**config.mk**
```make
export PLATFORM = sky130hd
export DESIGN_NAME = lib_updown_counter
export DESIGN_NICKNAME = d
export VERILOG_FILES = /design/src/rtl/lib_cnt_pkg.sv /design/src/rtl/lib_cnt_slice.sv /design/src/rtl/lib_updown_counter.sv
export SDC_FILE = /design/constraint.sdc
export NUM_CORES = 1
export LEC_CHECK = 0
export CORE_AREA = 2 2 39 41
export CTS_CLUSTER_SIZE = 8
export DETAILED_ROUTE_END_ITERATION = 8
export DIE_AREA = 0 0 41 43
export PLACE_DENSITY_LB_ADDON = 0.25
export SKIP_LAST_GASP = 1
export SYNTH_ARGS = -nofsm -noshare
export SYNTH_HDL_FRONTEND = slang
export SYNTH_HIERARCHICAL = 1
export SYNTH_SLANG_ARGS = --single-unit
```
**constraint.sdc**
```tcl
create_clock -name clk -period 2.4 [get_ports clk]
set_clock_uncertainty 0.1 [all_clocks]
set_input_delay 0.48 -clock clk [delete_from_list [all_inputs] [get_ports clk]]
set_output_delay 0.48 -clock clk [all_outputs]
set_load 0.03 [all_outputs]
```
**src/rtl/lib_cnt_pkg.sv**
```systemverilog
// ============================================================================
// Module   : lib_cnt_pkg
// Purpose  : Shared mode encodings and NAND/INV cell helpers for the
//            up/down counter library cell and control-unit decoders.
// Revision : 1.0
// ============================================================================
`default_nettype none

package lib_cnt_pkg;

  localparam logic [1:0] MODE_HOLD = 2'b00;
  localparam logic [1:0] MODE_LOAD = 2'b01;
  localparam logic [1:0] MODE_UP   = 2'b10;
  localparam logic [1:0] MODE_DOWN = 2'b11;

  // Cell models so every gate in the slice maps 1:1 onto a library cell
  function automatic logic nand2(input logic a, input logic b);
    return ~(a & b);
  endfunction

  function automatic logic inv(input logic a);
    return ~a;
  endfunction

endpackage : lib_cnt_pkg

`default_nettype wire

```
**src/rtl/lib_cnt_slice.sv**
```systemverilog
// ============================================================================
// Module   : lib_cnt_slice
// Purpose  : One counter bit: flip-flop, NAND-built toggle/load/hold mux and
//            up/down propagate chain.
// Revision : 1.0
// ============================================================================
`default_nettype none

module lib_cnt_slice
  import lib_cnt_pkg::*;
#(
  parameter logic RST_BIT = 1'b0
) (
  input  logic clk,
  input  logic rst_n,
  input  logic is_load_i,
  input  logic is_up_i,
  input  logic is_dn_i,
  input  logic en_i,
  input  logic d_i,
  input  logic up_prop_i,
  input  logic dn_prop_i,
  output logic q_o,
  output logic up_prop_o,
  output logic dn_prop_o
);

  logic bit_q;
  logic bit_d;

  logic w_n_up;
  logic w_n_dn;
  logic w_dir;
  logic w_tog;
  logic w_x_n;
  logic w_flip;
  logic w_n_ld;
  logic w_n_keep;

  // Toggle when the selected direction's lower bits all propagate and the
  // stage is enabled; HOLD leaves both directions deselected.
  assign w_n_up = nand2(is_up_i, up_prop_i);
  assign w_n_dn = nand2(is_dn_i, dn_prop_i);
  assign w_dir  = nand2(w_n_up, w_n_dn);
  assign w_tog  = inv(nand2(w_dir, en_i));

  // Four-NAND XOR: bit_q ^ w_tog
  assign w_x_n  = nand2(bit_q, w_tog);
  assign w_flip = nand2(nand2(bit_q, w_x_n), nand2(w_tog, w_x_n));

  // Load mux: LOAD takes d, otherwise the (possibly toggled) current bit
  assign w_n_ld   = nand2(is_load_i, d_i);
  assign w_n_keep = nand2(inv(is_load_i), w_flip);
  assign bit_d    = nand2(w_n_ld, w_n_keep);

  always_ff @(posedge clk) begin
    if (!rst_n) begin
      bit_q <= RST_BIT;
    end else begin
      bit_q <= bit_d;
    end
  end

  // Propagate chains are ungated so the final stage doubles as the
  // all-ones / all-zeros detector for terminal count.
  assign up_prop_o = inv(nand2(up_prop_i, bit_q));
  assign dn_prop_o = inv(nand2(dn_prop_i, inv(bit_q)));

  assign q_o = bit_q;

endmodule : lib_cnt_slice

`default_nettype wire

```
**src/rtl/lib_updown_counter.sv**
```systemverilog
// ============================================================================
// Module   : lib_updown_counter
// Purpose  : N-bit synchronous up/down counter with load, hold, terminal count,
//            optional saturation and ripple-carry chaining.
// Revision : 1.0
// ============================================================================
`default_nettype none

module lib_updown_counter
  import lib_cnt_pkg::*;
#(
  parameter int unsigned WIDTH     = 4,
  parameter int unsigned RESET_VAL = 0,
  parameter bit          WRAP      = 1'b1
) (
  input  logic             clk,
  input  logic             rst_n,
  input  logic [1:0]       mode,
  input  logic             cin,
  input  logic [WIDTH-1:0] d,
  output logic [WIDTH-1:0] q,
  output logic             tc,
  output logic             cout
);

  localparam logic [31:0]      c_reset_full = 32'(RESET_VAL);
  localparam logic [WIDTH-1:0] c_reset      = c_reset_full[WIDTH-1:0];

  logic             w_is_load;
  logic             w_is_up;
  logic             w_is_dn;
  logic             w_sat;
  logic             w_en;
  logic [WIDTH:0]   w_up_prop;
  logic [WIDTH:0]   w_dn_prop;
  logic [WIDTH-1:0] w_q;

  assign w_is_load = (mode == MODE_LOAD);
  assign w_is_up   = (mode == MODE_UP);
  assign w_is_dn   = (mode == MODE_DOWN);

  assign w_up_prop[0] = 1'b1;
  assign w_dn_prop[0] = 1'b1;

  // Chain tails equal &q and ~|q respectively
  assign tc   = (w_is_up & w_up_prop[WIDTH]) | (w_is_dn & w_dn_prop[WIDTH]);
  assign cout = tc & cin;

  // In saturate mode the limit blocks the toggle, but cout still follows cin
  assign w_sat = (WRAP == 1'b0) & tc;
  assign w_en  = cin & ~w_sat;

  generate
    for (genvar i = 0; i < int'(WIDTH); i++) begin : g_slice
      lib_cnt_slice #(
        .RST_BIT (c_reset[i])
      ) u_slice (
        .clk       (clk),
        .rst_n     (rst_n),
        .is_load_i (w_is_load),
        .is_up_i   (w_is_up),
        .is_dn_i   (w_is_dn),
        .en_i      (w_en),
        .d_i       (d[i]),
        .up_prop_i (w_up_prop[i]),
        .dn_prop_i (w_dn_prop[i]),
        .q_o       (w_q[i]),
        .up_prop_o (w_up_prop[i+1]),
        .dn_prop_o (w_dn_prop[i+1])
      );
    end
  endgenerate

  assign q = w_q;

endmodule : lib_updown_counter

`default_nettype wire

```
# Yosys cells after proc, flatten, opt, wreduce, memory -nomap -nowiden
# Cells that the tools add are included.
[word_totals]
regBits = 4
elab_cells = 104
[op_classes]
eq_ne = 3
bitwise = 97
[ops]
columns = ["op", "count"]
rows = [
  ["$and 1x1->1", 51],
  ["$not 1->1", 45],
  ["$eq 2x2->1 const B", 2],
  ["$eq 2x1->1 const B", 1],
  ["$or 1x1->1", 1],
]

# Longest topological paths before layout
# Gate-level depths: netlist of run 1.
[depth]
word_depth = 18
ltp_mapped = 6

# Hierarchy
# The synthesis of run 1 kept the hierarchy.
[by_module_without_submodules]
columns = ["mod", "n_inst", "seq_area_each_um2", "cells_each", "area_per_inst_um2"]
rows = [
  ["lib_cnt_slice", 4, 20.0, 8, 73.8],
  ["lib_updown_counter", 1, 0.0, 8, 47.5],
]

# Worst setup path before layout of run 1
# No wires, ideal clock.
[synth_timing]
kind = "register to output"
from = "register g_slice[0].u_slice.bit_q"
to = "output tc"
arrival_ns = 1.580
t_required_ns = 1.820
stages_incl_launch_ff = 7
path_slack_ns = 0.240
path_cell_list = "dfxtp_1 > and2_1 > and2_1 > and2_1 > and2_1 > mux2i_1 > nor2b_1"
[synth_via]
elab_cells_between_ends = 10
cone_classes = "bitwise (10)"
[synth_rtl]
columns = ["item", "line_no", "rtl"]
rows = [
  ["from (decl)", "lib_cnt_slice.sv:28", "logic bit_q;"],
  ["from (signal assigned)", "lib_cnt_slice.sv:60", "bit_q <= bit_d;"],
  ["$and 1x1->1", "lib_cnt_pkg.sv:18", "return ~(a & b);"],
  ["named net w_up_prop[2]", "lib_updown_counter.sv:34", "logic [WIDTH:0] w_up_prop;"],
  ["$and 1x1->1", "lib_cnt_pkg.sv:18", ""],
  ["named net w_up_prop[3]", "lib_updown_counter.sv:34", ""],
  ["$and 1x1->1", "lib_cnt_pkg.sv:18", ""],
  ["named net w_up_prop[4]", "lib_updown_counter.sv:34", ""],
  ["$and 1x1->1", "lib_updown_counter.sv:46", "assign tc = (w_is_up & w_up_prop[WIDTH]) | (w_is_dn & w_dn_prop[WIDTH]);"],
  ["$or 1x1->1", "lib_updown_counter.sv:46", ""],
  ["to (decl)", "lib_updown_counter.sv:22", "output logic tc,"],
]
# The timed path passes the listed nets, and every way through them passes these cells.

# Final worst setup path of run 1
[layout_timing]
from = "register g_slice[0].u_slice.bit_q"
to = "output cout"
[layout_via]
elab_chain_cells = 7
elab_cells_between_ends = 11
cone_classes = "bitwise (11)"
[layout_rtl]
columns = ["item", "line_no", "rtl"]
rows = [
  ["$not 1->1", "--", ""],
  ["named net w_dn_prop[1]", "lib_updown_counter.sv:35", "logic [WIDTH:0] w_dn_prop;"],
  ["$and 1x1->1", "lib_cnt_pkg.sv:18", ""],
  ["named net w_dn_prop[2]", "lib_updown_counter.sv:35", ""],
  ["$and 1x1->1", "lib_cnt_pkg.sv:18", ""],
  ["named net w_dn_prop[3]", "lib_updown_counter.sv:35", ""],
  ["$and 1x1->1", "lib_cnt_pkg.sv:18", ""],
  ["named net w_dn_prop[4]", "lib_updown_counter.sv:35", ""],
  ["$and 1x1->1", "lib_updown_counter.sv:46", ""],
  ["$or 1x1->1", "lib_updown_counter.sv:46", ""],
  ["$and 1x1->1", "lib_updown_counter.sv:47", "assign cout = tc & cin;"],
  ["to (decl)", "lib_updown_counter.sv:23", "output logic cout"],
]
# The timed path passes the listed nets, and every way through them passes these cells.

==> results of run 1 <==
-- power breakdown --
group	internal [mW]	leakage [nW]	switching, mW
Combinational	0.0434	0.212	0.0347
Clock	0.0558	0.0138	0.0256
Sequential	0.0723	0.0331	0.00524
-- placed cells by master, fill, tap and decap left out, drive strengths merged --
cell / netlist / routed
a21boi: 4 / 4
and2b: 1 / 1
o311a: 4 / 4
nor2b: 6 / 6
nor2: 1 / 1
and2: 5 / 5
and3b: 4 / 4
mux2i: 1 / 1
conb: 1 / 4
a22o: 4 / 4
buf: 0 / 5
clkbuf: 0 / 4
nand2: 1 / 1
nand2b: 4 / 4
clkdlybuf4s50: 0 / 12
dfxtp: 4 / 4
-- through the flow --
stage	utilization	hold WS, ns	setup TNS [ns]	instances	worst slack (ns)
3_5_place_dp	0.392	0.597	-0.0430	77	-0.0430
2_1_floorplan	-	0.511	0	43	0.240
4_1_cts	0.407	0.606	0	80	0.00711
6_report	0.404	0.602	0	80	0.208
5_1_grt	0.404	0.643	0	80	0.0585
3_3_place_gp	0.392	0.585	-0.0225	77	-0.0225
-- kinds of logic after synthesis --
family             share of synthesized area
AOI/OAI and AO/OA                      0.307
muxes                                 0.0292
and+or+nand+nor                        0.420
DFF                                    0.234
other                                 0.0109
-- worst max-delay path, cell delays in order, from the launching register on --
cell and delay, ns:
dfxtp_1 0.32, nor2b_1 0.15, nor2b_1 0.18, nor2b_1 0.18
nor2b_1 0.15, mux2i_1 0.10, nor2_1 0.10, clkbuf_2 0.20
-- per-layer routing --
layer,GRT usage,vias to the layer above
met1,0.138,172
met4,0.0400,0
met2,0.194,12
li1,-,192
met5,0,-
met3,0.0785,2
-- cell type report --
cell class                 count  area (µm²)
clock buffer                   3        22.5
fill                         154         825
multi-input combinational     39         274
sequential                     4        80.1
tap                           16        20.0
timing repair buffer          18         163
-- synthesized netlist by cell type --
library cell,count
conb_1,1
and2b_1,1
nor2_1,1
mux2i_1,1
nand2b_1,4
nand2_1,1
o311a_1,4
dfxtp_1,4
nor2b_1,6
and3b_1,4
a21boi_0,4
a22o_1,4
and2_1,5
-- worst max path at each step --
stage            to  slack (ns)  cells after the start
2_1_floorplan    tc        0.24                      6
4_1_cts        cout       0.007                      7
5_1_grt        cout        0.06                      7
3_5_place_dp   cout       -0.04                      4
6_report       cout        0.21                      7
3_3_place_gp   cout       -0.02                      4
-- timing repair --
| action | CTS | global route |
|---|---|---|
| endpoints found under the setup margin | 1 | 1 |
| buffers inserted | 0 | 0 |
| hold buffers | 0 | 0 |
| resized for setup | 1 | 2 |
==> results by group, run 1 <==
Route
  • Routed wire per std cell: 10.7 µm
  • Initial drt markers: 7
  • Routed wire length: around 850 µm
  • Via density: about 4.7
  • DR pass1 iterations: 4
  • Via count: about 380
  • DR top layer: met4
  • Routed wl met3: around 70 µm
  • Remaining antenna violation count after routing: 0
  • Met2 wire length: around 390 µm
  • Met1 WL: between 300 and 400 µm
  • DRC: 0

Placement
  • Placed cell areas: around 540 µm²
  • Gpl congestion: 0.658
  • # port buffers: 14
  • HPWL after DPL: 674 µm

Floorplanning
  • Die Y: around 43 µm
  • Core Box Area: 1380 µm²
  • Initial Util: 0.248
  • FP Rows: 14
  • I/O pin cnt: 15
  • Die X: between 40 and 50 µm
  • Die area: 1760 µm²

Setup path
  • R2R Path Start: g_slice[0].u_slice/q_o
  • Req. time, crit path: 1.82 ns
  • R2R Setup Slk: about 0.76 ns
  • Critical path origin: g_slice[0].u_slice/q_o
  • Reg2Reg Capture Point: g_slice[3].u_slice/q_o
  • Critical Path End Type: output port
  • Worst EP arrival: about 1.6 ns
  • Startpoint Class: register
  • Worst R2R Path Depth: 6
  • CP Max Fanout: 5
  • Critical path type: register to output port

Hold path
  • Hold WC Path Type: register to register
  • Hold path depth: 2
  • Worst Hold Path EP: g_slice[2].u_slice/q_o
  • Hold_sp: g_slice[2].u_slice/q_o

Clock tree
  • Total clock buffers created by CTS: 3
  • Htree depth: 1
  • CTS root buf: clkbuf_4
  • Max clock buf depth: 2
  • CTS tree: done
  • Num Clock Sinks: 4
  • Reg clk slew, reported paths: ~0.040 ns
  • Clk_lat worst skew: between 0.2 and 0.25 ns

Timing
  • Minimum clock period: between 2 and 2.5 ns
  • Pins over their slew limit: 0
  • Fin. Hold Viols: 0
  • RSZ-0062 raised after global routing: false
  • Final Cycle Share: 0.913
  • Max frequency: about 460 MHz
  • Final setup vio count: 0

Logic synthesis
  • Synth cell types: 13
  • Synth top area share: 0.234
  • Synth warnings: 6
  • #FFs+latches synth: 4
  • Mapped Cells: 40
  • Synth Cell Area: about 340 µm²
  • Ranking of synthesized cells by area: dfxtp_1 23%, o311a_1 12%, nor2b_1 11%
  • Area leader, netlist: dfxtp_1
  • Sequential share of the synthesized area: 0.234
  • Syn Area/Cell: 8.57 µm²

Global route
  • Initial antenna violation count: 0
  • First-pass GRT wire length: between 1 and 1.5 mm
  • Grt ovf: 0
  • Largest net degree at the start of global routing: 9
  • All-Layer GR Usage: 0.126
  • Vias in the first global route: 374

Pwr
  • Final Power: 237 µW
  • Pwr Density: roughly 420 nW/µm²
  • VDD IR max: approximately 0.42 mV
  • P_leak: between 0.2 and 0.3 nW

Final layout
  • Post-route cell area: about 560 µm²
  • # diodes: 0
  • Final #Nets: 75
  • Area delta synth->final: 63.1%
  • Layout cell share with drive strength beyond 1: 0.141
  • Max reg flops: 4

Flow run
  • Max Cap Viol: 0

Outcome
  • Status: completed
(Power assumes the default switching activity.)
==> inputs of run 2 (changes only) <==
--- a/config.mk
+++ b/config.mk
@@ -9,9 +9,7 @@
 export CTS_CLUSTER_SIZE = 8
 export DETAILED_ROUTE_END_ITERATION = 8
 export DIE_AREA = 0 0 41 43
-export PLACE_DENSITY_LB_ADDON = 0.25
 export SKIP_LAST_GASP = 1
 export SYNTH_ARGS = -nofsm -noshare
 export SYNTH_HDL_FRONTEND = slang
-export SYNTH_HIERARCHICAL = 1
 export SYNTH_SLANG_ARGS = --single-unit
==> results by group, run 2 <==
Outcome
  • Status: completed

Route
  • Via density: roughly 4.8
  • Routed wire length: approximately 730 µm
  • DRC: 0
  • DR pass1 iterations: 3
  • Via count: 338
  • Initial drt markers: 3
  • Routed wire per std cell: 10.5 µm
  • Remaining antenna violation count after routing: 0

Clock tree
  • CTS tree: done
  • Htree depth: 1
  • CTS Hold Bufs: 0
  • CTS root buf: clkbuf_4
  • Max clock buf depth: 2
  • Reg clk slew, reported paths: 0.04 ns
  • Num Clock Sinks: 4
  • Total clock buffers created by CTS: 3
  • Post-CTS resize count: 2
  • Clk_lat worst skew: 0.23 ns
  • Setup bufs post-CTS: 0

Floorplanning
  • Initial Util: 0.250
  • I/O pin cnt: 15
  • Die area: around 1800 µm²
  • Core Box Area: 1380 µm²
  • FP Rows: 14
  • Die Y: 43 µm
  • Die X: roughly 40 µm

Timing
  • Max frequency: ~450 MHz
  • Pins over their slew limit: 0
  • Worst Tran Pin Value: about 0.30 ns
  • Final WS setup: 0.164 ns
  • Rel. slew slack: 0.796
  • Final setup vio count: 0
  • Minimum clock period: 2.24 ns
  • Fin. Hold Viols: 0
  • Setup TNS: 0 ns
  • Final Cycle Share: 0.931
  • Worst hold slack: roughly 0.5 ns
  • RSZ-0062 raised after global routing: false

Logic synthesis
  • Mapped Cells: 39
  • Area leader, netlist: dfxtp_1
  • EDFF count, synth: 0
  • Sequential share of the synthesized area: 0.231
  • Post-synth top cells: 5 x buf_4, 4 x dfxtp_1, 3 x nand2_1, 3 x o21ai_0
  • Ranking of synthesized cells by area: dfxtp_1 23%, buf_4 11%, mux2i_1 5.8%
  • Synth cell types: 24
  • FFs w/ async S/R, synth: 0
  • Syn Area/Cell: between 8 and 9 µm²
  • Synth warnings: 0
  • Synth Net Count: between 40 and 50
  • Ys flop type: dfxtp_1
  • Synth top area share: 0.231
  • Most common cell in the netlist: buf_4
  • #FFs+latches synth: 4
  • Synth Cell Area: 347 µm²

Hold path
  • Hold_sp: g_slice[3].u_slice.q_o
  • Worst Hold Path EP: g_slice[3].u_slice.q_o
  • Hold path depth: 2
  • Hold WC Path Type: register to register

Placement
  • DP Worst Slack: -0.0761 ns
  • Placed cell areas: ~480 µm²
  • Placed Cells: between 60 and 70
  • HPWL after DPL: ~580 µm
  • # port buffers: 14
  • Gpl congestion: about 0.75

Final layout
  • Layout cell share with drive strength beyond 1: 0.222
  • Fin util: 0.367
  • Max reg flops: 4
  • Final non-filler cell total: 70
  • Most frequent cells in the layout: 11 x clkdlybuf4s50_1, 5 x buf_4, 4 x dfxtp_1
  • Post-route cell area: 508 µm²
  • Final #Nets: between 60 and 70
  • Commonest non-fill, non-tap cell in the layout: clkdlybuf4s50_1
  • Fillcell total: about 150
  • # diodes: 0
  • Area delta synth->final: 46.6%

Global route
  • All-Layer GR Usage: 0.115
  • Vias in the first global route: ~300
  • First-pass GRT wire length: about 1.3 mm
  • Initial antenna violation count: 0
  • Grt ovf: 0
  • Largest net degree at the start of global routing: 11

Setup path
  • Worst R2R Path Depth: 5
  • R2R Path Start: g_slice[1].u_slice.q_o
  • Critical Path End Type: output port
  • CP Max Fanout: 10
  • Worst EP arrival: between 1.5 and 2 ns
  • R2R Setup Slk: approximately 0.76 ns
  • Critical path type: register to output port
  • Slowest-stage cell, CP: or4b_4
  • WP buf/inv: 1
  • Crit path max-delay family: simple AND/OR/NAND/NOR gates
  • Req. time, crit path: between 1.5 and 2 ns
  • Startpoint Class: register
  • Largest stage delay, worst path: 0.56 ns
  • Reg2Reg Capture Point: g_slice[3].u_slice.q_o
  • Crit-path cells: or4b_4 -> mux2i_1 -> and3_1 -> buf_6

Pwr
  • P_leak: around 0.22 nW
  • Final Power: between 200 and 250 µW
  • VDD IR max: roughly 0.39 mV
  • Pwr Density: 489 nW/µm²

Flow run
  • Max Cap Viol: 0
-- run 2: cell count changes after synthesis, moves of 3 or more --
cell / delta
nor2b_1: -6
buf_4: +5
a21boi_0: -4
a22o_1: -4
and2_1: -4
and3b_1: -3
nand2b_1: -3
o21ai_0: +3
o311a_1: -3
-- run 2: logic make-up (layout without fill, tap and decap cells) --
| kind of cell | after synthesis | count (layout) | synth area share |
|---|---|---|---|
| compound gates | 11 | 11 | 0.217 |
| xor+xnor | 3 | 3 | 0.0758 |
| simple gates | 12 | 12 | 0.246 |
| flops | 4 | 4 | 0.231 |
| buf+inv | 6 | 21 | 0.141 |
| mux | 3 | 3 | 0.0903 |
-- run 2: worst register-to-register path, stage by stage, from the launching register on --
cell and delay (ns):
dfxtp_1 0.38, or4b_4 0.57, buf_4 0.15, a21oi_2 0.12
xnor2_1 0.13, a21oi_1 0.08
-- run 2: metal layers --
layer  GRT usage  routed length (µm)  vias up
met2       0.153                 354       10
met5           0                   0        -
li1            -                   -      172
met3      0.0628                  47        0
met4      0.0400                   0        0
met1       0.152                 330      156
-- run 2: cell type report --
type / count / area [µm²] / share of cell area
multi-input cells: 29 / 218 / 0.429
repair buffers: 18 / 168 / 0.330
flip-flops and latches: 4 / 80.1 / 0.158
clock buffers: 3 / 22.5 / 0.0443
well taps: 16 / 20.0 / 0.0394
-- run 2: where the power goes --
group	total [mW]	switching [mW]	leakage, nW	internal (mW)
clock network	0.0812	0.0254	0.0138	0.0558
registers	0.0803	0.00753	0.0331	0.0728
logic	0.0869	0.0396	0.172	0.0473
total	0.248	0.0725	0.219	0.176
-- run 2: worst max path at each step --
stage               cells after the start  endpoint              startpoint  slack (ns)
finish                                  4      cout  g_slice[1].u_slice.q_o        0.16
global route                            4      cout  g_slice[1].u_slice.q_o        0.07
CTS                                     4      cout  g_slice[1].u_slice.q_o        0.15
detailed placement                      5      cout                 mode[0]       -0.08
global placement                        5      cout                 mode[0]       -0.05
floorplan                               4      cout                 mode[0]        0.26
==> variant, RTL diff (flow settings as in run 1) <==
Reset style: asynchronous (`rst_n`), changed in one clocked block.
--- a/src/rtl/lib_cnt_slice.sv
+++ b/src/rtl/lib_cnt_slice.sv
@@ -55,3 +55,3 @@
 
-  always_ff @(posedge clk) begin
+  always_ff @(posedge clk or negedge rst_n) begin
     if (!rst_n) begin
Check against the original RTL: differs if rst_n is asserted again (counterexample within 4 cycles, from zero or initial values and one cycle with rst_n low); with rst_n held inactive, the same outputs for 10 cycles.
==> variant against run 1 <==
Worst setup slack worse by 0.070 ns. Non-clock buffer count down 2. Design area grew 7.6%. Maximum frequency fell by 3.1%. Sequential cell count unchanged. Count of clock-buffer cells in the layout unchanged. Routed wire length is 3.0% higher. Core utilization increased by 3.1 points. Sequential share of layout area rose by 2.3 points. Synthesized area is 16% higher. Largest cell class unchanged.
Power is not compared: it rests on default switching activity, and its combinational part moved more than twofold at a synthesized area within 25%.
==> variant: results (changes against run 1) <==
| Metric | Value |
|---|---|
| Antenna cells | `0 (unchanged)` |
| Met1 wire length | `383 um (was 377 um)` |
| Multi-input gate area | `294 um^2 (was 274 um^2)` |
| Sequential cell area share | `0.166 (was 0.143)` |
| DP Worst Slack | `0.340 ns (was -0.0430 ns)` |
| Clock root buffer master | `clkbuf_4 (unchanged)` |
| Largest net degree at the start of global routing | `17 (was 9)` |
| GRT Total Usage | `0.128 (was 0.126)` |
| Synth Area per Inst | `9.04 um^2 (was 8.57 um^2)` |
| CTS resizes | `0 (was 1)` |
| Non-Clock Buffer Count | `16 (was 18)` |
| Slowest CP cell | `dfrtp_1 (was dfxtp_1)` |
| Detailed Route Iter0 Violations | `2 (was 7)` |
| RePlAce Congestion | `0.697 (was 0.658)` |
| Met2 Usage GRT | `0.156 (was 0.194)` |
| Dpl cells | `79 (was 77)` |
| DP HPWL | `683 um (was 674 um)` |
| Combinational share of power | `0.477` |
| Cell Pwr Density | `577 mW/mm^2` |
| Worst Hold Class | `primary input to asynchronous set/reset pin (was flip-flop to flip-flop)` |
| Total CTS buffers | `3 (unchanged)` |
| Initial antenna violation count | `0 (unchanged)` |
| #MultiIn Comb | `39 (unchanged)` |
| Clock transition at path regs | `0.03 ns` |
| Filler cells | `147 (was 154)` |
| Area after DPL | `579 um^2 (was 542 um^2)` |
| Clock-cell share | `0.0374 (was 0.0403)` |
| Worst vdd ir | `0.000350 V` |
| DR vias/cell | `4.80 (was 4.73)` |
| Layout cells sized above 1 | `0.167 (was 0.141)` |
| GR Util met3 | `0.0942 (was 0.0785)` |
| NonClk Buf Share | `0.249 (was 0.291)` |
| Routing usage on met1 | `0.190 (was 0.138)` |
| DR WL/cell | `10.7 um (about the same)` |
| FFs w/ async S/R, synth | `1.00 (was 0)` |
| IO buf count | `14 (unchanged)` |
| CTS HTree Levels | `1 (unchanged)` |
| Sequential Area | `100 um^2 (was 80.1 um^2)` |
| Outcome | `complete, no violations (unchanged)` |
| Netlist cell types | `14 (was 13)` |
| Ranking of synthesized cells by area | `dfrtp_1, o311ai_2, nor2b_1 (was dfxtp_1, o311a_1, nor2b_1)` |
| CTS sink cnt | `4 (unchanged)` |
| CTS Buffer Depth | `2 (unchanged)` |
| First-pass GRT wire length | `1.48 mm (was 1.49 mm)` |
| CP peak stage delay | `0.41 ns (was 0.32 ns)` |
| Predominant post-synthesis flop cell | `dfrtp_1 (was dfxtp_1)` |
| Met3 WL | `69 um (was 71 um)` |
| CP top delay family | `simple AND/OR/NAND/NOR gates (unchanged)` |
| Post CTS Setup Buffer Count | `0 (unchanged)` |
| Sw frac | `0.362` |
| DR top layer | `met3 (was met4)` |
| Post-layout nets | `77 (was 75)` |
| WP data arrival | `1.68 ns (was 1.61 ns)` |
| Metal2 WL | `427 um (was 391 um)` |
| Inverters | `4 (was 0)` |
| First drt pass iteration count | `2 (was 4)` |
| Finished Layout Cells | `82 (was 80)` |
| Number of global-route vias before repair | `331 (was 374)` |
| Post-synthesis sequential area ratio | `0.252 (was 0.234)` |
| P_seq | `0.102 mW` |
variant: cells by family after synthesis:
group           after synthesis  synth area share
compound gates               12             0.302
buf+inv                       4            0.0377
simple gates                 22             0.374
other cells                   1           0.00942
mux                           1            0.0252
flops                         4             0.252
variant: worst register-to-register path, cell delays in order (launching register included):
cell and delay (ns):
dfrtp_1 0.41, and2_1 0.17, and2_1 0.16, and2_1 0.16
a22o_1 0.23, nand4b_1 0.11, o311ai_2 0.10
variant: worst paths after layout:
check	startpoint	to	slack (ns)	cells after the start
worst max-delay path	g_slice[0].u_slice/q_o	tc	0.14	7
worst min-delay path	rst_n	g_slice[1].u_slice/q_o	0.35	1
worst max register to register	g_slice[0].u_slice/q_o	g_slice[3].u_slice/q_o	0.84	6
worst min register to register	g_slice[3].u_slice/q_o	g_slice[3].u_slice/q_o	0.55	2
max in group asynchronous	rst_n	g_slice[3].u_slice/q_o	1.68	1
min in group clk	g_slice[3].u_slice/q_o	g_slice[3].u_slice/q_o	0.55	2
